File: src/rtl/mult_arbiter.sv
// Round-robin arbiter/sequencer sharing one shift-based multiplier datapath among N requesters.
// One-hot FSM IDLE->GRANT->START->WAIT->RESP; a watchdog aborts WAIT after TIMEOUT cycles.
module mult_arbiter #(
  parameter int N       = 4,
  parameter int WIDTH   = 16,
  parameter int TIMEOUT = 64
) (
  input  logic                 clk,
  input  logic                 rst,
  input  logic [N-1:0]         req,
  input  logic [N*WIDTH-1:0]   a_in,
  input  logic [N*WIDTH-1:0]   b_in,
  output logic [N-1:0]         gnt,
  output logic [N-1:0]         res_valid,
  output logic [2*WIDTH-1:0]   res_out,
  output logic                 err,
  output logic                 busy,
  output logic                 mul_start,
  output logic [WIDTH-1:0]     mul_a,
  output logic [WIDTH-1:0]     mul_b,
  input  logic                 mul_done,
  input  logic [2*WIDTH-1:0]   mul_result
);

  localparam int IW = $clog2(N);
  localparam int CW = $clog2(TIMEOUT);

  typedef enum logic [4:0] {
    S_IDLE  = 5'b00001,
    S_GRANT = 5'b00010,
    S_START = 5'b00100,
    S_WAIT  = 5'b01000,
    S_RESP  = 5'b10000
  } state_t;

  state_t             r_state;
  state_t             w_next;
  logic [IW-1:0]      r_ptr;
  logic [IW-1:0]      r_sel;
  logic [IW-1:0]      w_win;
  logic [CW-1:0]      r_cnt;
  logic               w_timeout;
  logic [WIDTH-1:0]   r_mul_a;
  logic [WIDTH-1:0]   r_mul_b;
  logic [2*WIDTH-1:0] r_res;
  logic               r_err;

  assign w_timeout = (r_cnt == CW'(TIMEOUT - 1));

  // Scan from farthest to nearest so the requester closest after r_ptr wins.
  always_comb begin
    w_win = r_ptr;
    for (int off = N; off >= 1; off--) begin
      if (req[(int'(r_ptr) + off) % N]) begin
        w_win = IW'((int'(r_ptr) + off) % N);
      end
    end
  end

  always_ff @(posedge clk) begin
    if (!rst) begin
      r_state <= S_IDLE;
    end else begin
      r_state <= w_next;
    end
  end

  always_comb begin
    w_next = r_state;
    unique case (r_state)
      S_IDLE:  if (|req) w_next = S_GRANT;
      S_GRANT: w_next = S_START;
      S_START: w_next = S_WAIT;
      S_WAIT:  if (mul_done || w_timeout) w_next = S_RESP;
      S_RESP:  w_next = S_IDLE;
      default: w_next = S_IDLE;
    endcase
  end

  always_ff @(posedge clk) begin
    if (!rst) begin
      r_ptr   <= IW'(N - 1);
      r_sel   <= '0;
      r_cnt   <= '0;
      r_mul_a <= '0;
      r_mul_b <= '0;
      r_res   <= '0;
      r_err   <= 1'b0;
    end else begin
      unique case (r_state)
        S_IDLE: begin
          if (|req) r_sel <= w_win;
        end
        S_GRANT: begin
          r_mul_a <= a_in[int'(r_sel)*WIDTH +: WIDTH];
          r_mul_b <= b_in[int'(r_sel)*WIDTH +: WIDTH];
          r_ptr   <= r_sel;
        end
        S_START: begin
          r_cnt <= '0;
        end
        S_WAIT: begin
          if (mul_done) begin
            r_res <= mul_result;
            r_err <= 1'b0;
          end else if (w_timeout) begin
            r_res <= '0;
            r_err <= 1'b1;
          end else begin
            r_cnt <= r_cnt + 1'b1;
          end
        end
        default: ;
      endcase
    end
  end

  // Pulses are decoded from the registered one-hot state, so no input reaches an output.
  always_comb begin
    gnt       = '0;
    res_valid = '0;
    if (r_state == S_GRANT) gnt[r_sel]       = 1'b1;
    if (r_state == S_RESP)  res_valid[r_sel] = 1'b1;
  end

  assign mul_start = (r_state == S_START);
  assign busy      = (r_state != S_IDLE);
  assign mul_a     = r_mul_a;
  assign mul_b     = r_mul_b;
  assign res_out   = r_res;
  assign err       = r_err;

endmodule

File: config.mk
export PLATFORM = sky130hd
export DESIGN_NAME = mult_arbiter
export DESIGN_NICKNAME = d
export VERILOG_FILES = /design/src/rtl/mult_arbiter.sv
export SDC_FILE = /design/constraint.sdc
export NUM_CORES = 1
export LEC_CHECK = 0
export ABC_AREA = 1
export CAP_MARGIN = 0
export CORE_MARGIN = 5
export CORE_UTILIZATION = 38
export CTS_CLUSTER_SIZE = 10
export DETAILED_ROUTE_END_ITERATION = 7
export HOLD_SLACK_MARGIN = 0.03
export PLACE_DENSITY = 0.87
export SYNTH_ARGS = -nofsm -noshare
export SYNTH_HDL_FRONTEND = slang
export SYNTH_SLANG_ARGS = --single-unit
File: constraint.sdc
create_clock -name clk -period 1.8 [get_ports clk]
set_clock_uncertainty 0.1 [all_clocks]
set_input_delay 0.54 -clock clk [delete_from_list [all_inputs] [get_ports clk]]
set_output_delay 0.54 -clock clk [all_outputs]
set_load 0.05 [all_outputs]
==> reports/metrics.cfg, run 1 <==
[synth]
synth.avg_cell_area_um2=7.90
synthCells=512
synth_warnings=0
synth_seq_area_share_pct=39.6
synth.cell_area_um2=4040
ys_ff_latch=80
syn_nets=680
synth_cell_types=30

[critical_path]
cpPeakStageDelay_ps=350
cp-start-kind=register
timing.critical_path.cells=nor2_4, nand4_1, buf_6, nor3_4, buf_12
cp_max_fo=5
slowest_stage=dfxtp_2
critPathArrivalTime_ps=1450
nature_of_the_critical_path_endpoint=output pin
cp_data_required_time_ps=1160
setup.worst_path.class=register to output pin

[cells_and_area]
final.fill_count=648
layout.area.seq_um2=1610
multi_input_area_um2=2270
antennaDiodeCount=0
nets_finish=935
post_route_cells_drive_above_1_share_pct=30.8
areaGrowthSynthToFinish_pct=100
final_std_cell_area_no_fill_um2=8090
layout.core_utilization_pct=78.0
post_layout_nonfiller_instances=908

[global_routing]
grt_max_degree=57
first_global_vias=5196
grt_usage_pct=26.0
grt_overflow_total=0
global_route_wire_length_before_repair_mm=26.9
grt_antenna_before_repair=0

[drt]
drt_iter0_markers=459
drt.antenna.violating_nets=0
iteration_count_of_the_initial_detailed_routing_pass=5
routed-via-count=5015
routed_vias_inst=5.52
wl_per_cell_um=19.7
detail_route.wirelength_mm=17.9
post-route-drc-count=0

[flow_run]
max_cap_violations=0

[placed_design]
hpwlAfterDp_mm=13.0
number_of_placed_instances_taps_included=878
finalWeightedCongestion=0.888
placed_area_um2=7510
port-buffer-count=241

[timing]
share_of_the_clock_period_used_by_the_worst_path_after_layout_pct=116
clock.fmax_ghz=0.478
finalWorstPathRequiredPeriod_ps=2090
finalSetupTns_ps=-2260
finalWorstSetupSlack_ps=-293
final-max-slew-violation-count=0
tightestPinTransition_ps=568
final-setup-viol-count=12
hold_violations=0
timing.slew.headroom_pct=62.2
rsz_0062_raised_after_global_routing=true

[die]
placeableCoreArea_um2=10400
die_area_um2=12800
io_pins=242
die_width_um=113
die_height_um=113
placementRows=37
floorplan.initialDensity_pct=39.0

[cts]
clock_sink_count=80
htree_levels=3
cts.path.max_buffers=2
clk_latency_ps=340
cts_made_buffers=9
cts.reportedPaths.clkPinSlew_ps=90
clock-root-buffer=clkbuf_8
cts_tree=yes

[power]
vdd_drop_max_mv=0.473
p_per_area_nw_per_um2=730
static-leakage-power_nw=3.00

[run_status]
violated_checks=negative setup slack
outcome=finished, violations left

[min_path]
min-delay-path-class=register to register

[final timing paths]
check	from	end	slack (ps)	cells after the start
worst min register to register	res_out[3]	res_out[3]	400	2
worst max register to register	r_state[2]	r_state[0]	70	10
worst min-delay path	res_out[3]	res_out[3]	400	2
worst max-delay path	r_state[2]	gnt[1]	-290	5
[stage by stage]
| step | power [mW] | hold slack (ps) | setup slack (ps) |
|---|---|---|---|
| finish | 5.90 | 400 | -293 |
| global route | 6.13 | 422 | -403 |
| CTS | 5.82 | 399 | -309 |
| detailed placement | 4.02 | 386 | -250 |
| global placement | 3.94 | 365 | -104 |
| floorplan | 3.01 | 356 | -86.9 |
[report_power, final]
group | internal, mW | switching, mW | leakage [nW] | total [mW]
clock | 1.08 | 0.693 | 0.133 | 1.77
combinational | 1.00 | 1.13 | 2.22 | 2.14
sequential | 1.87 | 0.123 | 0.650 | 1.99
total | 3.95 | 1.95 | 3.00 | 5.90
[cell usage after synthesis (all sizes together)]
library cell / n / area share, %
nand2: 113 / 13
dfxtp: 80 / 40
nand3: 72 / 8.9
a21oi: 42 / 7.9
o21ai: 36 / 4.5
a22oi: 32 / 5.9
a41oi: 32 / 6.9
buf: 29 / 4.4
inv: 25 / 2.3
nor2: 20 / 2.4
clkbuf: 13 / 1.2
nand4: 5 / 1.1
nor3: 3 / 0.37
o211ai: 3 / 0.56
clkinv: 2 / 0.22
xor2: 2 / 0.43
a31o: 1 / 0.22
ha: 1 / 0.31
o221ai: 1 / 0.22
[flip-flops by register name, summed over array words and instances (netlist names)]
register  cells
err           1
mul_a        16
mul_b        16
r_cnt         6
r_ptr         2
r_sel         2
r_state       5
res_out      32
[layer usage]
layer  vias up  GRT usage (%)  wire length (µm)
met5         -              0                 0
met4         0           10.0               619
met3        45           9.36              1850
met2       278           46.7              9010
met1      2358           27.8              6390
li1       2334              -                 -
[cell type report]
type	instances	area share, %
inverter	27	1.47
timing repair buffer	286	45.1
clock inverter	6	1.73
clock buffer	10	1.58
sequential	80	19.9
tap	136	2.10
multi-input combinational	363	28.1
[kinds of logic (layout without fill, tap and decap cells)]
group | count (synthesis) | count (layout) | share of synthesized area (%)
AND/OR/NAND/NOR | 213 | 213 | 25.3
adder cells (fa/ha/maj) | 1 | 1 | 0.309
flip-flops | 80 | 80 | 39.6
XOR/XNOR | 2 | 2 | 0.433
AO/OA/AOI/OAI | 147 | 147 | 26.2
buffers and inverters | 69 | 329 | 8.11
[placed cells by master, fill, tap and decap left out, types with 9 or more instances in the layout]
cell type	n
clkbuf_8	9
a21oi_1	12
buf_12	80
inv_1	16
a22oi_1	32
a41oi_1	30
nand2_2	34
nor2_4	10
nand2_1	76
buf_4	30
clkdlybuf4s50_1	166
nand3_1	71
o21ai_1	28
dfxtp_1	75
a21oi_2	30
[worst max-delay path: cells and delay by family, from the launching register on]
family | cells | cell delay, ps
AND/OR/NAND/NOR | 3 | 410
flip-flops | 1 | 350
buffers and inverters | 2 | 350
[what timing repair did]
| action | CTS | global route |
|---|---|---|
| pin swaps | 6 | 11 |
| setup endpoints to repair | 37 | 53 |
| cloned | 0 | 3 |
| hold buffers | 0 | 0 |
| resized for setup | 18 | 22 |
| setup buffers | 13 | 3 |
| hold endpoints to repair | 0 | 0 |
No activity file was read; power rests on OpenSTA's default activity.
==> inputs of run 2 (changes only) <==
--- a/config.mk
+++ b/config.mk
@@ -11,6 +11,7 @@
 export CORE_UTILIZATION = 38
 export CTS_CLUSTER_SIZE = 10
 export DETAILED_ROUTE_END_ITERATION = 7
+export GPL_TIMING_DRIVEN = 1
 export HOLD_SLACK_MARGIN = 0.03
 export PLACE_DENSITY = 0.87
 export SYNTH_ARGS = -nofsm -noshare
==> results of run 2 <==
The final DEF is identical to that of run 1; final timing and power are the same.
==> inputs of run 3 (changes only) <==
--- a/config.mk
+++ b/config.mk
@@ -13,6 +13,7 @@
 export DETAILED_ROUTE_END_ITERATION = 7
 export GPL_TIMING_DRIVEN = 1
 export HOLD_SLACK_MARGIN = 0.03
+export MAX_ROUTING_LAYER = met4
 export PLACE_DENSITY = 0.87
 export SYNTH_ARGS = -nofsm -noshare
 export SYNTH_HDL_FRONTEND = slang
==> run 3 against run 2 <==
Net effect: the flow still finishes with violations (negative setup slack); combinational power is essentially flat; first-iteration DRC count grew 6.8%; flip-flop and latch count is the same; clock power is essentially flat; total power grew 0.29%; die area is the same; sequential power is essentially flat; cell count grew 0.11%; utilization grew 0.30 points.
==> reports/metrics.cfg, run 3 (same netlist as run 1, synthesis figures left out) <==
[run_status]
outcome=finished, violations left
violated_checks=negative setup slack

[critical_path]
critPathArrivalTime_ps=1450
setup.worst_path.class=register to output pin
slowest_stage=dfxtp_2
cp-start-kind=register
timing.critical_path.cells=nor2_4, nand4_1, buf_6, nor3_4, buf_12
cpPeakStageDelay_ps=350
r2r_slack_ps=70
cp_max_fo=5
critPathTopFamily=simple AND/OR/NAND/NOR gates
cp_data_required_time_ps=1160
worstPathBufferInverterCount=2
nature_of_the_critical_path_endpoint=output pin

[timing]
timing.slew.headroom_pct=62.2
finalWorstPathRequiredPeriod_ps=2090
final-max-slew-violation-count=0
finalSetupTns_ps=-2270
hold_violations=0
rsz_0062_raised_after_global_routing=true
tightestPinTransition_ps=567
final-setup-viol-count=12
finalWorstSetupSlack_ps=-292
worst_hold_slack_ps=400
share_of_the_clock_period_used_by_the_worst_path_after_layout_pct=116
clock.fmax_ghz=0.478

[cts]
clock-root-buffer=clkbuf_8
clock_sink_count=80
cts.reportedPaths.clkPinSlew_ps=100
cts_tree=yes
clk_latency_ps=340
cts.path.max_buffers=2
htree_levels=3
cts_made_buffers=9

[drt]
topRoutingLayerUsed=met4
met3RoutedLength_mm=1.60
routedLengthMet1_mm=6.67
wl_per_cell_um=19.8
iteration_count_of_the_initial_detailed_routing_pass=6
routed-via-count=5056
routed_vias_inst=5.56
drt_iter0_markers=490
drt.antenna.violating_nets=0
wl_met2_mm=9.07
detail_route.wirelength_mm=18.0
post-route-drc-count=0

[power]
power_report.internal_total_mw=3.95
part_of_the_total_power_dissipated_in_the_clock_network_pct=30.1
p_per_area_nw_per_um2=729
vdd_drop_max_mv=0.474
switch_share_pct=33.3
combPwrFrac_pct=36.2
report.power.total_mw=5.92
static-leakage-power_nw=3.01
part_of_the_total_power_dissipated_in_sequential_elements_pct=33.7
p_sw_mw=1.97

[cells_and_area]
layout.core_utilization_pct=78.3
layout.cells.most_common=clkdlybuf4s50_1
most_used_cells_in_the_layout_excluding_fill_and_tap_cells=clkdlybuf4s50_1 (166), buf_12 (80), nand2_1 (76)
post_layout_nonfiller_instances=909
largest_register_ff_count=32
final_std_cell_area_no_fill_um2=8120
areaGrowthSynthToFinish_pct=101
post_route_cells_drive_above_1_share_pct=30.8
nets_finish=936
antennaDiodeCount=0

[global_routing]
grt_usage_pct=26.9
grt_overflow_total=0
grt_antenna_before_repair=0
first_global_vias=5204
grt_max_degree=57
global_route_wire_length_before_repair_mm=26.9

[flow_run]
max_cap_violations=0

[placed_design]
finalWeightedCongestion=0.903
hpwlAfterDp_mm=13.0
port-buffer-count=241
placed_area_um2=7510
place_worst_setup_slack_ps=-250
number_of_placed_instances_taps_included=878

[die]
placeableCoreArea_um2=10400
die_width_um=113
die_area_um2=12800
die_height_um=113
placementRows=37
io_pins=242
floorplan.initialDensity_pct=39.0

[min_path]
min-delay-path-class=register to register

[run 3: path summary, 6_finish.rpt]
check / from / cells past startpoint / end
worst max register to register: r_state[1] / 11 / r_cnt[5]
worst max-delay path: r_state[2] / 5 / gnt[1]
worst min-delay path: res_out[3] / 2 / res_out[3]
worst min register to register: res_out[3] / 2 / res_out[3]
[run 3: power by group through the flow]
stage / Clock, mW / Combinational (mW) / Sequential [mW]
finish: 1.78 / 2.14 / 1.99
global route: 1.89 / 2.25 / 2.01
CTS: 1.79 / 2.04 / 1.99
detailed placement: 0 / 1.99 / 2.02
global placement: 0 / 1.93 / 2.02
floorplan: 0 / 0.810 / 2.20
[run 3: area by class of cell]
class,instances,area (µm²)
Fill cell,639,2250
Timing Repair Buffer,287,3670
Multi-Input combinational cell,363,2280
Clock inverter,6,140
Sequential cell,80,1610
Clock buffer,10,128
Tap cell,136,170
Inverter,27,119
[run 3: routing by layer]
| metal | up-vias | track usage (%) |
|---|---|---|
| met1 | 2369 | 29.3 |
| met4 | 0 | 9.70 |
| met3 | 53 | 7.33 |
| met5 | - | - |
| met2 | 304 | 46.8 |
| li1 | 2330 | - |
[run 3: worst min-delay path: cells and delay by family (launching register included)]
family | cells | cell delay [ps]
flip-flops | 1 | 340
AND/OR/NAND/NOR | 1 | 70
AO/OA/AOI/OAI | 1 | 50
[run 3: timing repair]
action | CTS | global route
gates cloned | 0 | 4
hold buffers | 0 | 0
buffers inserted | 13 | 3
pin swaps | 6 | 11
endpoints found under the setup margin | 37 | 53
resized for setup | 18 | 22
